$ cat config.mk
export PLATFORM = sky130hd
export DESIGN_NAME = nn_param_loader
export DESIGN_NICKNAME = d
export VERILOG_FILES = /design/src/rtl/nn_param_loader_pkg.sv /design/src/rtl/nn_param_loader_cnt.sv /design/src/rtl/nn_param_loader.sv
export SDC_FILE = /design/constraint.sdc
export NUM_CORES = 1
export LEC_CHECK = 0
export CORE_MARGIN = 4
export CORE_UTILIZATION = 46
export DETAILED_ROUTE_END_ITERATION = 8
export GPL_TIMING_DRIVEN = 0
export PLACE_DENSITY = 0.75
export SYNTH_ARGS = -nofsm -noshare
export SYNTH_HDL_FRONTEND = slang
export SYNTH_SLANG_ARGS = --single-unit
$ cat constraint.sdc
create_clock -name clk -period 1.9 [get_ports clk]
set_input_delay 0.38 -clock clk [delete_from_list [all_inputs] [get_ports clk]]
set_output_delay 0.38 -clock clk [all_outputs]
set_load 0.01 [all_outputs]
$ cat src/rtl/nn_param_loader_pkg.sv
// Shared constants for the WVCNN parameter loader.
// Holds the default dimensions, the lane-offset width and the loader state encoding.
// The default depths come from the per-layer row table that the SRAM wrapper also uses,
// so the loader and the wrapper agree on where the weight and bias regions end.
package nn_param_loader_pkg;

    localparam int unsigned LDR_WIDTH = 12;
    localparam int unsigned LDR_N     = 5;
    localparam int unsigned LDR_ADR_W = 13;

    // Width of the lane-offset field on the memory-config interface.
    localparam int unsigned LANE_W    = 5;

    // Per-layer row counts. These are the same numbers the SRAM wrapper uses for its layer offsets.
    localparam int unsigned L0_WEIGHT_ROWS = 1024;
    localparam int unsigned L1_WEIGHT_ROWS = 2048;
    localparam int unsigned L2_WEIGHT_ROWS = 2048;
    localparam int unsigned L3_WEIGHT_ROWS = 1024;
    localparam int unsigned L0_BIAS_ROWS   = 64;
    localparam int unsigned L1_BIAS_ROWS   = 96;
    localparam int unsigned L2_BIAS_ROWS   = 64;
    localparam int unsigned L3_BIAS_ROWS   = 32;

    localparam int unsigned DEF_WEIGHT_DEPTH =
        L0_WEIGHT_ROWS + L1_WEIGHT_ROWS + L2_WEIGHT_ROWS + L3_WEIGHT_ROWS;
    localparam int unsigned DEF_BIAS_DEPTH =
        L0_BIAS_ROWS + L1_BIAS_ROWS + L2_BIAS_ROWS + L3_BIAS_ROWS;

    typedef enum logic [1:0] {
        LDR_STA_IDLE   = 2'd0,
        LDR_STA_WEIGHT = 2'd1,
        LDR_STA_BIAS   = 2'd2,
        LDR_STA_DONE   = 2'd3
    } ldr_state_t;

endpackage

$ cat src/rtl/nn_param_loader_cnt.sv
// Row/lane counter pair for the parameter loader.
// Ports: clk, rst_n; clear (synchronous clear), advance (one word accepted),
//        bias_phase (1 = bias rows, lane pinned to 0); row, lane (current write position);
//        terminal_c (combinational: the current position is the last one of the phase).
module nn_param_loader_cnt
    import nn_param_loader_pkg::*;
#(
    parameter int unsigned N            = LDR_N,
    parameter int unsigned ADR_W        = LDR_ADR_W,
    parameter int unsigned WEIGHT_DEPTH = DEF_WEIGHT_DEPTH,
    parameter int unsigned BIAS_DEPTH   = DEF_BIAS_DEPTH
) (
    input  logic              clk,
    input  logic              rst_n,
    input  logic              clear,
    input  logic              advance,
    input  logic              bias_phase,
    output logic [ADR_W-1:0]  row,
    output logic [LANE_W-1:0] lane,
    output logic              terminal_c
);

    logic lane_last_c;

    assign lane_last_c = (lane == LANE_W'(N - 1));

    // Last write position of the current phase.
    always_comb begin
        terminal_c = 1'b0;
        if (bias_phase) begin
            terminal_c = (row == ADR_W'(BIAS_DEPTH - 1));
        end else begin
            terminal_c = lane_last_c && (row == ADR_W'(WEIGHT_DEPTH - 1));
        end
    end

    // Lane wraps at N in the weight phase; a phase end clears both counters for the next phase.
    always_ff @(posedge clk or negedge rst_n) begin
        if (!rst_n) begin
            row  <= '0;
            lane <= '0;
        end else if (clear || (advance && terminal_c)) begin
            row  <= '0;
            lane <= '0;
        end else if (advance) begin
            if (bias_phase) begin
                row  <= row + ADR_W'(1);
                lane <= '0;
            end else if (lane_last_c) begin
                row  <= row + ADR_W'(1);
                lane <= '0;
            end else begin
                lane <= lane + LANE_W'(1);
            end
        end
    end

endmodule

$ cat src/rtl/nn_param_loader.sv
// Parameter loader: unpacks a valid/ready stream of parameter words into the SRAM wrapper's
// memory-config interface. Weight words come first, N per row; bias words follow, one per row.
// Ports: clk, rst_n; start_i (load request, IDLE only), abort_i (synchronous abort);
//        word_i/word_valid_i/word_ready_o (input stream); mem_wr_req_o (hold main FSM in MEMWR);
//        mem_ram_dest_o/mem_ram_adr_o/mem_ram_adr_offset_o/mem_ram_data_o (registered write);
//        busy_o (not IDLE); done_o (one-cycle pulse after the last bias write).
module nn_param_loader
    import nn_param_loader_pkg::*;
#(
    parameter int unsigned WIDTH             = LDR_WIDTH,
    parameter int unsigned N                 = LDR_N,
    parameter int unsigned MEM_ADR_MAX_WIDTH = LDR_ADR_W,
    parameter int unsigned WEIGHT_DEPTH      = DEF_WEIGHT_DEPTH,
    parameter int unsigned BIAS_DEPTH        = DEF_BIAS_DEPTH
) (
    input  logic                         clk,
    input  logic                         rst_n,
    input  logic                         start_i,
    input  logic                         abort_i,
    input  logic [WIDTH-1:0]             word_i,
    input  logic                         word_valid_i,
    output logic                         word_ready_o,
    output logic                         mem_wr_req_o,
    output logic                         mem_ram_dest_o,
    output logic [MEM_ADR_MAX_WIDTH-1:0] mem_ram_adr_o,
    output logic [LANE_W-1:0]            mem_ram_adr_offset_o,
    output logic [WIDTH-1:0]             mem_ram_data_o,
    output logic                         busy_o,
    output logic                         done_o
);

    // Parameter sanity checks at elaboration.
    if ((WEIGHT_DEPTH > (1 << MEM_ADR_MAX_WIDTH)) || (BIAS_DEPTH > (1 << MEM_ADR_MAX_WIDTH)))
    begin : g_bad_depth
        $error("nn_param_loader: depth does not fit in MEM_ADR_MAX_WIDTH address bits");
    end
    if ((N * WIDTH > 60) || (N == 0) || (N > (1 << LANE_W))) begin : g_bad_row
        $error("nn_param_loader: N*WIDTH must be <= 60 and N must fit the lane offset");
    end

    ldr_state_t                   state;
    ldr_state_t                   state_nxt;
    logic                         accept_c;
    logic                         cnt_clear_c;
    logic                         terminal_c;
    logic [MEM_ADR_MAX_WIDTH-1:0] row;
    logic [LANE_W-1:0]            lane;

    // Status outputs decode the state register directly.
    assign word_ready_o = (state == LDR_STA_WEIGHT) || (state == LDR_STA_BIAS);
    assign mem_wr_req_o = (state != LDR_STA_IDLE);
    assign busy_o       = (state != LDR_STA_IDLE);
    assign done_o       = (state == LDR_STA_DONE);

    // Abort takes priority over an accept in the same cycle.
    assign accept_c    = word_valid_i && word_ready_o && !abort_i;
    assign cnt_clear_c = abort_i || ((state == LDR_STA_IDLE) && start_i);

    nn_param_loader_cnt #(
        .N            (N),
        .ADR_W        (MEM_ADR_MAX_WIDTH),
        .WEIGHT_DEPTH (WEIGHT_DEPTH),
        .BIAS_DEPTH   (BIAS_DEPTH)
    ) u_cnt (
        .clk        (clk),
        .rst_n      (rst_n),
        .clear      (cnt_clear_c),
        .advance    (accept_c),
        .bias_phase (state == LDR_STA_BIAS),
        .row        (row),
        .lane       (lane),
        .terminal_c (terminal_c)
    );

    // State register.
    always_ff @(posedge clk or negedge rst_n) begin
        if (!rst_n) begin
            state <= LDR_STA_IDLE;
        end else begin
            state <= state_nxt;
        end
    end

    // Next-state logic.
    always_comb begin
        state_nxt = state;
        if (abort_i) begin
            state_nxt = LDR_STA_IDLE;
        end else begin
            case (state)
                LDR_STA_IDLE:   if (start_i) state_nxt = LDR_STA_WEIGHT;
                LDR_STA_WEIGHT: if (accept_c && terminal_c) state_nxt = LDR_STA_BIAS;
                LDR_STA_BIAS:   if (accept_c && terminal_c) state_nxt = LDR_STA_DONE;
                LDR_STA_DONE:   state_nxt = LDR_STA_IDLE;
                default:        state_nxt = LDR_STA_IDLE;
            endcase
        end
    end

    // Write payload; holds between accepts so the SRAM rewrites the same lane harmlessly.
    always_ff @(posedge clk or negedge rst_n) begin
        if (!rst_n) begin
            mem_ram_dest_o       <= 1'b0;
            mem_ram_adr_o        <= '0;
            mem_ram_adr_offset_o <= '0;
            mem_ram_data_o       <= '0;
        end else if (accept_c) begin
            mem_ram_dest_o       <= (state == LDR_STA_WEIGHT);
            mem_ram_adr_o        <= row;
            mem_ram_adr_offset_o <= lane;
            mem_ram_data_o       <= word_i;
        end
    end

endmodule

Word-level counts from Yosys, hierarchy flattened

Cells that the tools add are included.

Flip-flop bits (word level): 51
Input bits: 17
Word-level logic and storage cells: 47

$add $sub $neg: 2
Equal/unequal tests: 9
Multiplexer cells: 14
Reduce and logical (&&, ||, !) cells: 15

Operators with widths:

| operator                | count |
|---|---|
| $mux W13                | 4 |
| $mux W5                 | 4 |
| $add A13 B1 Y13 const B | 1 |
| $eq A13 B13 Y1 const B  | 1 |
| $eq A13 B8 Y1 const B   | 1 |
| $mux W2                 | 4 |
| $pmux W2 S4             | 1 |
| $ne A3 B3 Y1 const B    | 2 |
| $add A5 B1 Y5 const B   | 1 |
| $eq A5 B3 Y1 const B    | 1 |
| $logic_and A1 B1 Y1     | 5 |
| $eq A2 B2 Y1 const B    | 2 |
| $reduce_bool A2 Y1      | 2 |
| $logic_or A1 B1 Y1      | 3 |
| $ne A3 B2 Y1 const B    | 1 |
| $reduce_and A3 Y1       | 1 |
| $reduce_bool A3 Y1      | 1 |
| $eq A2 B1 Y1 const B    | 1 |
| $logic_not A2 Y1        | 1 |
| $reduce_and A2 Y1       | 1 |
| $logic_not A1 Y1        | 1 |
| $mux W1                 | 1 |

Longest topological paths before layout

Gate-level depths: netlist of run 1.

Depth after elaboration: 8
Mapped depth: 8
Mapped depth without buffers: 6

Cells and area by module

From an unflattened synthesis of run 1, not the netlist that was laid out.

Cell total of the unflattened synthesis: 201
Area, all modules: 2,553.7 µm²

Modules (own cells, without submodules):

| module              | times used | cells an instance | area each (µm²) | seq. area each (µm²) |
|---|---|---|---|---|
| nn_param_loader     | 1          | 91                | 1,493.9         | 825.8 |
| nn_param_loader_cnt | 1          | 110               | 1,059.8         | 450.4 |

Worst setup path after synthesis of run 1

OpenSTA, ideal clock, no wires.

Path kind: flip-flop to flip-flop
Start: reg state[0]
End: reg state[0]
Library setup time: 0.125 ns
Arrival time: 1.892 ns
Data required time: 1.775 ns
Slack: -0.117 ns
Stages on the path, launching flop included: 8
Buffers on the path: 1
Clock period less this slack: 2.017 ns
Cell sequence: dfrtp_1 inv_1 ha_1 buf_6 nor3b_2 a22oi_2 o41ai_4 mux2_4

Cells in the longest elaborated chain, start to end: 7
Elaborated cells on any way between the ends: 15
Classes of those cells: eq/ne: 6; mux: 3; reduce/logical: 6

Ends and longest elaborated chain:

| what                                                                 | RTL line                                                            | source |
|---|---|---|
| from (decl)                                                          | nn_param_loader.sv:41                                               | `ldr_state_t state;` |
| from (signal assigned)                                               | nn_param_loader.sv:80                                               | `state <= state_nxt;` |
| $eq A2 B1 Y1 / $eq A2 B2 Y1 (equally long branches)                  | nn_param_loader.sv:50, nn_param_loader.sv:90, nn_param_loader.sv:69 |  |
| $logic_or A1 B1 Y1                                                   | nn_param_loader.sv:50                                               | `assign word_ready_o = (state == LDR_STA_WEIGHT) \|\| (state == LDR_STA_BIAS);` |
| $logic_and A1 B1 Y1 (2 in series)                                    | nn_param_loader.sv:56                                               | `assign accept_c = word_valid_i && word_ready_o && !abort_i;` |
| $logic_and A1 B1 Y1                                                  | nn_param_loader.sv:92, nn_param_loader.sv:93                        |  |
| $ne A3 B3 Y1 (no source line) / $ne A3 B2 Y1 (equally long branches) | --                                                                  |  |
| $reduce_and A3 Y1 (no source line)                                   | --                                                                  |  |

Several ways; a longest one is shown, not always the timed one.
A chain may end at the register's enable or synchronous reset.

Final worst setup path of run 1

Start: reg state[1]
End: reg state[0]

The elaborated chain is that of the path after synthesis.

==> results of run 1 <==
==> cell usage after synthesis (all sizes together), types with 3 or more instances <==
master   instances
o31ai            3
o31a             4
nor3b            4
nand3            3
nor3             3
nor2             8
o211ai           6
nand3b           3
o21ai           16
o2111ai          3
ha               7
a21oi            9
dfrtp           51
and3             3
buf             12
nand2          105
and4             3
inv              9
clkbuf           4
==> flip-flops by register name (all words and copies together) (netlist names) <==
signal	count
mem_ram_data_o	12
state	2
mem_ram_adr_offset_o	5
mem_ram_adr_o	13
u_cnt.lane	5
u_cnt.row	13
mem_ram_dest_o	1
==> report_power, final <==
group	switching, mW	total, mW	internal, mW
registers	0.0999	1.36	1.26
clock network	0.371	0.628	0.257
logic	0.812	1.64	0.830
total	1.28	3.63	2.35
==> layout make-up <==
type	instances	area, um2	area share (%)
clock inverters	3	20.0	0.560
flip-flops and latches	51	1280	35.7
well taps	72	90.1	2.52
plain buffers	16	100	2.80
inverters	9	33.8	0.945
clock buffers	5	68.8	1.92
multi-input cells	207	1290	36.1
repair buffers	74	694	19.4
==> cell families (layout without fill, tap and decap cells) <==
logic type      Yosys count  count (layout)  share of synthesized area, %
flops                    51              51                          49.4
compound gates           54              54                          16.3
simple gates            143             143                          25.3
mux                       2               2                         0.968
buf+inv                  25             107                          4.36
fa+ha+maj                 7               7                          3.39
xor+xnor                  1               1                         0.339
==> worst max-delay path: stages (launching register included) <==
cell and delay [ns]:
dfrtp_1 0.40, inv_2 0.07, ha_4 0.29, nand3b_1 0.14, buf_6 0.18, o41ai_4 0.40
mux2_4 0.33
==> worst max-delay path by stage <==
stage | from | to | depth (start not counted)
2_1_floorplan | state[0] | state[0] | 6
3_3_place_gp | rst_n | mem_ram_data_o[7] | 1
3_5_place_dp | start_i | u_cnt.row[9] | 5
4_1_cts | state[0] | state[0] | 7
5_1_grt | state[1] | state[1] | 7
6_report | state[1] | state[0] | 6
==> metrics by stage <==
stage | setup WS [ns] | hold WS [ns]
2_1_floorplan | 0.00280 | 0.0844
3_3_place_gp | -1.09 | 0.457
3_5_place_dp | -0.410 | 0.397
4_1_cts | -0.00321 | 0.0576
5_1_grt | -0.130 | 0.0802
6_report | -0.0231 | 0.0414
==> what timing repair did <==
action,4_1_cts,5_1_grt
endpoints found under the setup margin,40,38
pin swaps,4,2
setup buffers,16,7
gates resized for setup,17,18
endpoints found under the hold margin,0,0
hold buffers,0,0
==> layer usage <==
metal / track usage (%) / vias up
li1: - / 1132
met2: 29.4 / 66
met5: 0 / -
met3: 5.65 / 9
met4: 5.65 / 0
met1: 22.9 / 1096
==> impl_results.md, run 1 <==
- Metal2 WL: 3000 um
- Cell taking the most area after synthesis: dfrtp_1
- Number of synthesized flops with an enable pin: 0
- RSZ-0062 raised after global routing: yes
- Register area share after synthesis: 49.4%
- Synth cell types: 50
- Area grow syn2layout: 38.3%
- Pwr Density: 1020 nW/um2
- Initial antenna violation count: 0
- Leakage Power: 1.65 nW
- Fmax: 520 MHz
- Core Rows: 27
- DP HPWL: 4110 um
- Setup Skew: 0.00416 ns
- Req. time, crit path: 2.10 ns
- Most frequent cells in the layout: 104 x nand2_1, 50 x dfrtp_1, 45 x clkdlybuf4s50_1
- Post-Syn Area per Cell: 9.13 um2
- Top Metal Used: met4
- #FFs+latches synth: 51
- Worst r2r dst: state[0]
- CTS root buffer: clkbuf_8
- Die Ht: 83.0 um
- Post-route insts no fill: 437
- Worst EP arrival: 2.12 ns
- First-pass iteration count of the detailed router: 4
- Outcome: finished with violations
- Port Buffer Count: 50
- Core Box Area: 5470 um2
- Kind of launch point of the worst setup path: flop
- Die area: 6880 um2
- Top_reg_cell synth: dfrtp_1
- WL met3: 397 um
- Drt wl/cell: 14.3 um
- Synth top area share: 49.4%
- Detailed-route DRC error count: 0
- Synth Cell Area: 2580 um2
- Horiz. Die Dim: 83.0 um
- Clock tree buffer depth: 2
- Final setup TNS: -0.0496 ns
- Placed cell count: 406
- Initial core utilization: 47.2%
- Met1 WL: 2720 um
- Max-cap violations: 0
- Gate Count Post-Synth: 283
- CTS HTree Levels: 2
- Period utilization: 101%
- HP Class: in2async
- First-pass GRT wire length: 10,300 um
- Top cells by area in the synthesized netlist: dfrtp_1 49%, nand2_1 15%, ha_1 3.4%
- # IOs: 52
- CTS clk-pin slew, worst paths: 0.09 ns
- Crit Path Max Fanout: 8
- CP endpoint kind: flop
- Antenna cells: 0
- Placed cell areas: 3220 um2
- Number of global-route vias before repair: 2,269
- Fin crit period: 1.92 ns
- CTS tree: yes
- Antenna-violating nets left: 0
- GRT Overall Usage: 18.0%
- Reg-to-Reg Start: state[1]
- Yosys warning total: 0
- Max VDD drop: 934 uV
- Skew-Pair Late Insertion Delay: 0.31 ns
- Worst reg-to-reg path cell count: 6
- GR Overflow Total: 0
- Final Cell Area: 3580 um2
- Largest net degree at the start of global routing: 30
- Flop-to-flop setup slack: -0.02 ns
- Util after Layout: 65.3%
- Fin. max-slew vios: 0
- Drt initial violations: 114
- Clk sink count: 51
- Fill cells: 452
- Setup ws final: -0.0231 ns
- Drt via density: 5.27
- GPL Wtd Cong: 0.795
- Via count: 2,303
- Pin slew with the least headroom to its limit: 0.793 ns
- Syn Nets: 307
- Power Total: 3.63 mW
- WL final: 6230 um
- CP Class: reg2reg
- Failing checks: setup timing
- Final hold viol count: 0
- Commonest non-fill, non-tap cell in the layout: nand2_1
- Num CTS Buffers: 5
- Nets: 388
- Layout cell share with drive strength beyond 1: 20.0%
- Setup-failing EPs final: 3
- Slew HR: 47.1%
- Asr flop ratio synth: 100%
Note: power is estimated with default switching activity, not from simulation.
==> inputs of run 2 (changes only) <==
--- a/config.mk
+++ b/config.mk
@@ -7,9 +7,11 @@
 export LEC_CHECK = 0
 export CORE_MARGIN = 4
 export CORE_UTILIZATION = 46
+export CTS_CLUSTER_SIZE = 40
 export DETAILED_ROUTE_END_ITERATION = 8
 export GPL_TIMING_DRIVEN = 0
 export PLACE_DENSITY = 0.75
+export SETUP_SLACK_MARGIN = 0.02
 export SYNTH_ARGS = -nofsm -noshare
 export SYNTH_HDL_FRONTEND = slang
 export SYNTH_SLANG_ARGS = --single-unit
==> run 2 against run 1 <==
Net effect: the run now ends clean; non-clock buffer count decreased by 3; highest routed layer unchanged; largest cell class unchanged; wire length is 4.0% lower; power about the same; die area is the same.
==> impl_results.md, run 2 (synthesized netlist as in run 1, its figures left out) <==
- Pint: 2.38 mW (+1.3%)
- Area grow syn2layout: 37.4%
- First-pass GRT wire length: 10,400 um (+0.81%)
- Setup Skew: 0.00746 ns (+0.00329 ns)
- Worst-path cell chain: inv_2 -> ha_4 -> and4bb_2 -> o211ai_4 -> o41ai_4 -> mux2_4
- Worst reg-to-reg path cell count: 6 (unchanged)
- Drt initial violations: 153 (+34%)
- CP Class: reg2reg
- Setup-failing EPs final: 0 (-3)
- Drt wl/cell: 13.8 um (-3.1%)
- Placed cell count: 406 (unchanged)
- WHS: 0.0606 ns (+0.0192 ns)
- Antenna cells: 0 (unchanged)
- Net switching power: 1.25 mW (-2.4%)
- CTS clk-pin slew, worst paths: 0.09 ns (about the same)
- Clock tree buffer depth: 2 (unchanged)
- Commonest non-fill, non-tap cell in the layout: nand2_1
- Reg-to-Reg Start: u_cnt.lane[0]
- Clock group share of total power: 17.3% (about the same)
- WL final: 5980 um (-4.0%)
- Num CTS Buffers: 5 (unchanged)
- Port Buffer Count: 50 (unchanged)
- RSZ-0062 raised after global routing: yes
- Core Rows: 27 (unchanged)
- Number of global-route vias before repair: 2,235 (-1.5%)
- Leakage Power: 1.64 nW (-0.21%)
- Initial antenna violation count: 0 (unchanged)
- Nets: 385 (-0.77%)
- Most frequent cells in the layout: 104 x nand2_1, 50 x dfrtp_1, 45 x clkdlybuf4s50_1
- Fin. max-slew vios: 0 (unchanged)
- CP endpoint kind: flop
- First-pass iteration count of the detailed router: 4 (unchanged)
- Worst EP arrival: 2.10 ns (-0.02 ns)
- Sequential share of power: 37.5% (about the same)
- CTS HTree Levels: 2 (unchanged)
- Detailed-route DRC error count: 0 (unchanged)
- Fin crit period: 1.90 ns (-0.0233 ns)
- CTS hold repair buffers: 0 (unchanged)
- Flop-to-flop setup slack: 0.0002 ns (+0.02 ns)
- Max VDD drop: 753 uV (-19%)
- Crit-path max cell delay: 0.41 ns (about the same)
- Pin slew with the least headroom to its limit: 0.770 ns (-0.0228 ns)
- Worst r2r dst: state[0]
- Layout cell share with drive strength beyond 1: 18.8% (-1.2 points)
- Combinational share of power: 45.2% (about the same)
- Period utilization: 100% (-1.2 points)
- Fill cells: 470 (+4.0%)
- Slew HR: 48.6% (+1.5 points)
- Die Ht: 83.0 um (unchanged)
- Max-cap violations: 0 (unchanged)
- Core Box Area: 5470 um2 (unchanged)
- GR Overflow Total: 0 (unchanged)
- Outcome: finished, final reports clean
- Largest net degree at the start of global routing: 28 (-6.7%)
- Initial core utilization: 47.2% (unchanged)
- Horiz. Die Dim: 83.0 um (unchanged)
- Skew-Pair Late Insertion Delay: 0.30 ns (about the same)
- Antenna-violating nets left: 0 (unchanged)
- CTS root buffer: clkbuf_8
- Clk sink count: 51 (unchanged)
- Crit Path Max Fanout: 6 (-2)
- Util after Layout: 64.9% (-0.46 points)
- Req. time, crit path: 2.10 ns (about the same)
- Kind of launch point of the worst setup path: flop
- Drt via density: 5.27 (about the same)
- Sw Ratio: 34.5% (-0.84 points)
- Largest registers: mem_ram_adr_o (13), u_cnt.row (13), mem_ram_data_o (12)
- # IOs: 52 (unchanged)
- HP Class: in2async
- CTS tree: yes
- Pwr Density: 1020 nW/um2 (+0.69%)
- Post-route insts no fill: 433 (-0.92%)
- Fmax: 526 MHz (+1.2%)
- Final hold viol count: 0 (unchanged)
- GRT Overall Usage: 17.9% (-0.084 points)
- DP HPWL: 4090 um (-0.48%)
- GPL Wtd Cong: 0.876 (+10%)
- Die area: 6880 um2 (unchanged)
- Via count: 2,281 (-0.96%)
- CP max stage cell: dfrtp_1
-- run 2: changes by cell type in the layout (fill, tap and decap cells not counted), moves of 2 or more --
cell | before | now
ha_2 | 2 | 0
clkbuf_2 | 1 | 3
or4_1 | 0 | 2
buf_2 | 5 | 3
buf_6 | 6 | 4
or4_4 | 2 | 0
ha_4 | 1 | 3
clkinvlp_4 | 2 | 0
clkbuf_4 | 2 | 4
-- run 2: critical path: cells and delay by family, from the launching register on --
family | cells | cell delay, ns
DFF | 1 | 0.41
muxes | 1 | 0.33
and+or+nand+nor | 1 | 0.27
adders and majority gates | 1 | 0.12
AOI/OAI and AO/OA | 2 | 0.56
buffers and inverters | 1 | 0.10
-- run 2: metal layers --
metal / share of wire (%) / vias up / global-route usage, %
met5: 0 / - / 0
met4: 1.4 / 0 / 4.75
met3: 5.6 / 9 / 4.76
met2: 49 / 56 / 30.6
met1: 44 / 1097 / 22.5
li1: - / 1119 / -
-- run 2: through the flow --
stage          setup WS (ns)  instance area (um2)  TNS, ns  total power [mW]
5_1_grt              -0.0805                 3550   -0.649              3.89
2_1_floorplan         0.0285                 2620        0              2.19
3_3_place_gp           -1.08                 3210   -61.59              2.80
4_1_cts              -0.0176                 3470  -0.0176              3.61
3_5_place_dp          -0.393                 3220    -7.27              2.84
6_report            0.000187                 3550        0              3.63
-- run 2: how the worst max path moves through the flow --
stage | end | startpoint
after detailed placement | u_cnt.row[7] | start_i
final | state[0] | u_cnt.lane[0]
after floorplan | state[0] | u_cnt.lane[0]
after global placement | mem_ram_data_o[9] | rst_n
after CTS | state[0] | u_cnt.lane[0]
after global routing | state[0] | state[0]
-- run 2: final cells by class --
class	count	area, um2	area share [%]
sequential	51	1280	36.0
timing repair buffer	72	681	19.2
tap	72	90.1	2.54
clock buffer	6	82.6	2.33
inverter	9	33.8	0.951
clock inverter	1	5.00	0.141
buffer	15	92.6	2.61
multi-input combinational	207	1290	36.3
-- run 2: power by group through the flow --
stage	Clock [mW]	Sequential (mW)	Combinational, mW
after floorplan	0	1.45	0.737
after global placement	0	1.38	1.42
after detailed placement	0	1.39	1.45
after CTS	0.652	1.36	1.60
after global routing	0.712	1.39	1.79
final	0.629	1.36	1.64
-- run 2: timing repair --
action / 4_1_cts / 5_1_grt
resized for setup: 17 / 20
buffers inserted: 14 / 7
hold endpoints to repair: 0 / 0
endpoints found under the setup margin: 38 / 48
pin swaps: 6 / 6
gates cloned: 0 / 0
==> inputs of run 3 (changes only) <==
--- a/config.mk
+++ b/config.mk
@@ -11,6 +11,7 @@
 export DETAILED_ROUTE_END_ITERATION = 8
 export GPL_TIMING_DRIVEN = 0
 export PLACE_DENSITY = 0.75
+export RECOVER_POWER = 25
 export SETUP_SLACK_MARGIN = 0.02
 export SYNTH_ARGS = -nofsm -noshare
 export SYNTH_HDL_FRONTEND = slang
==> run 3 against run 2 <==
Net effect: wire length barely moved; combinational power is essentially flat; sequential cell count unchanged; via count barely moved; critical path type unchanged; register-to-register slack is essentially flat; clock skew barely moved; fmax is essentially flat; first-iteration DRC count did not move.
==> impl_results.md, run 3 (synthesized netlist as in run 1, its figures left out) <==
- Worst-path cell chain: inv_2 -> ha_4 -> and4bb_2 -> o211ai_4 -> o41ai_4 -> mux2_4
- CTS root buffer: clkbuf_8
- Drt wl/cell: 13.8 um (about the same)
- Core Box Area: 5470 um2 (unchanged)
- Clk sink count: 51 (unchanged)
- Worst EP arrival: 2.10 ns (about the same)
- Setup-failing EPs final: 0 (unchanged)
- Die area: 6880 um2 (unchanged)
- Fin. max-slew vios: 0 (unchanged)
- Skew-Pair Late Insertion Delay: 0.30 ns (about the same)
- Initial core utilization: 47.2% (unchanged)
- CTS clk-pin slew, worst paths: 0.09 ns (about the same)
- CTS HTree Levels: 2 (unchanged)
- Combinational share of power: 45.2% (about the same)
- GRT Overall Usage: 17.9% (unchanged)
- Clock tree buffer depth: 2 (unchanged)
- Max-cap violations: 0 (unchanged)
- Flop-to-flop setup slack: 0.0002 ns (about the same)
- Fmax: 526 MHz (about the same)
- WHS: 0.370 ns (+0.309 ns)
- CTS tree: yes
- GPL Wtd Cong: 0.876 (unchanged)
- Commonest non-fill, non-tap cell in the layout: nand2_1
- Crit Path Max Fanout: 6 (unchanged)
- Worst reg-to-reg path cell count: 6 (unchanged)
- CP max stage cell: dfrtp_1
- Nets: 385 (unchanged)
- Slew HR: 8.23% (-40 points)
- Max VDD drop: 752 uV (-0.17%)
- CP Class: reg2reg
- CP delay by family, top: compound AO/OA/AOI/OAI gates
- Horiz. Die Dim: 83.0 um (unchanged)
- Initial antenna violation count: 0 (unchanged)
- Via count: 2,279 (-0.088%)
- Leakage Power: 1.64 nW (-0.17%)
- Layout cell share with drive strength beyond 1: 18.6% (-0.28 points)
- Kind of launch point of the worst setup path: flop
- Period utilization: 100% (about the same)
- Util after Layout: 64.9% (about the same)
- Drt via density: 5.26 (about the same)
- GR Overflow Total: 0 (unchanged)
- Core Rows: 27 (unchanged)
- Port Buffer Count: 50 (unchanged)
- Antenna-violating nets left: 0 (unchanged)
- Pin slew with the least headroom to its limit: 1.38 ns (+0.606 ns)
- Largest net degree at the start of global routing: 28 (unchanged)
- First-pass iteration count of the detailed router: 4 (unchanged)
- Num CTS Buffers: 5 (unchanged)
- CP bufs+invs: 1 (unchanged)
- CTS hold repair buffers: 0 (unchanged)
- Final hold viol count: 0 (unchanged)
- Largest registers: mem_ram_adr_o (13), u_cnt.row (13), mem_ram_data_o (12)
- Crit. path cell count: 6 (unchanged)
- HP Class: in2async
- Sequential share of power: 37.5% (about the same)
- Detailed-route DRC error count: 0 (unchanged)
- Most frequent cells in the layout: 104 x nand2_1, 50 x dfrtp_1, 45 x clkdlybuf4s50_1
- # IOs: 52 (unchanged)
- Fin crit period: 1.90 ns (-0.0000138 ns)
- RSZ-0062 raised after global routing: yes
- Number of global-route vias before repair: 2,235 (unchanged)
- Pint: 2.38 mW (about the same)
- Pwr Density: 1020 nW/um2 (about the same)
- Antenna cells: 0 (unchanged)
- Req. time, crit path: 2.10 ns (about the same)
- WL final: 5980 um (about the same)
- Sw Ratio: 34.5% (about the same)
- Crit-path max cell delay: 0.41 ns (about the same)
- Outcome: finished, final reports clean
- Reg-to-Reg Start: u_cnt.lane[0]
- Die Ht: 83.0 um (unchanged)
- Clock group share of total power: 17.3% (about the same)
- First-pass GRT wire length: 10,400 um (unchanged)
- Area grow syn2layout: 37.3% (about the same)
- DP HPWL: 4090 um (unchanged)
- CP endpoint kind: flop
- Setup Skew: 0.00745 ns (-0.0000000300 ns)
- Net switching power: 1.25 mW (about the same)
- Worst r2r dst: state[0]
- Drt initial violations: 153 (unchanged)
run 3: cell types whose count changed in the layout (fill, tap and decap cells not counted), sizes merged:
cell	change
clkbuf	+1
buf	-1
run 3: worst max-delay path by stage:
stage                   from                end  slack, ns
5_1_grt             state[0]           state[0]      -0.08
3_5_place_dp         start_i       u_cnt.row[7]      -0.39
2_1_floorplan  u_cnt.lane[0]           state[0]       0.03
3_3_place_gp           rst_n  mem_ram_data_o[9]      -1.08
4_1_cts        u_cnt.lane[0]           state[0]      -0.02
6_report       u_cnt.lane[0]           state[0]     0.0002
run 3: stage by stage:
stage | instances | worst slack (ns) | TNS, ns | total power [mW] | instance area [um2]
finish | 433 | 0.000201 | 0 | 3.63 | 3550
global route | 433 | -0.0805 | -0.649 | 3.89 | 3550
CTS | 427 | -0.0176 | -0.0176 | 3.61 | 3470
detailed placement | 406 | -0.393 | -7.27 | 2.84 | 3220
global placement | 405 | -1.08 | -61.59 | 2.80 | 3210
floorplan | 283 | 0.0285 | 0 | 2.19 | 2620
run 3: layout make-up:
cell class / count / area [um2]
multi-input combinational: 207 / 1290
buffer: 15 / 92.6
tap: 72 / 90.1
fill: 471 / 1920
timing repair buffer: 72 / 679
inverter: 9 / 33.8
sequential: 51 / 1280
clock inverter: 1 / 5.00
clock buffer: 6 / 82.6
run 3: routing by layer:
layer / wire length, um / vias to the layer above / global-route usage [%] / part of all wire, %
met2: 2940 / 56 / 30.6 / 49
li1: - / 1119 / - / -
met5: 0 / - / 0 / 0
met1: 2620 / 1095 / 22.5 / 44
met3: 336 / 9 / 4.76 / 5.6
met4: 86 / 0 / 4.75 / 1.4
run 3: power by group through the flow:
stage / combinational, mW / clock (mW) / sequential, mW
after floorplan: 0.737 / 0 / 1.45
after global placement: 1.42 / 0 / 1.38
after detailed placement: 1.45 / 0 / 1.39
after CTS: 1.60 / 0.652 / 1.36
after global routing: 1.79 / 0.712 / 1.39
final: 1.64 / 0.628 / 1.36
run 3: repair_timing:
item / 4_1_cts / 5_1_grt
resized for setup: 17 / 20
setup endpoints to repair: 38 / 48
gates cloned: 0 / 0
setup buffers: 14 / 7
pin swaps: 6 / 6
hold endpoints to repair: 0 / 0
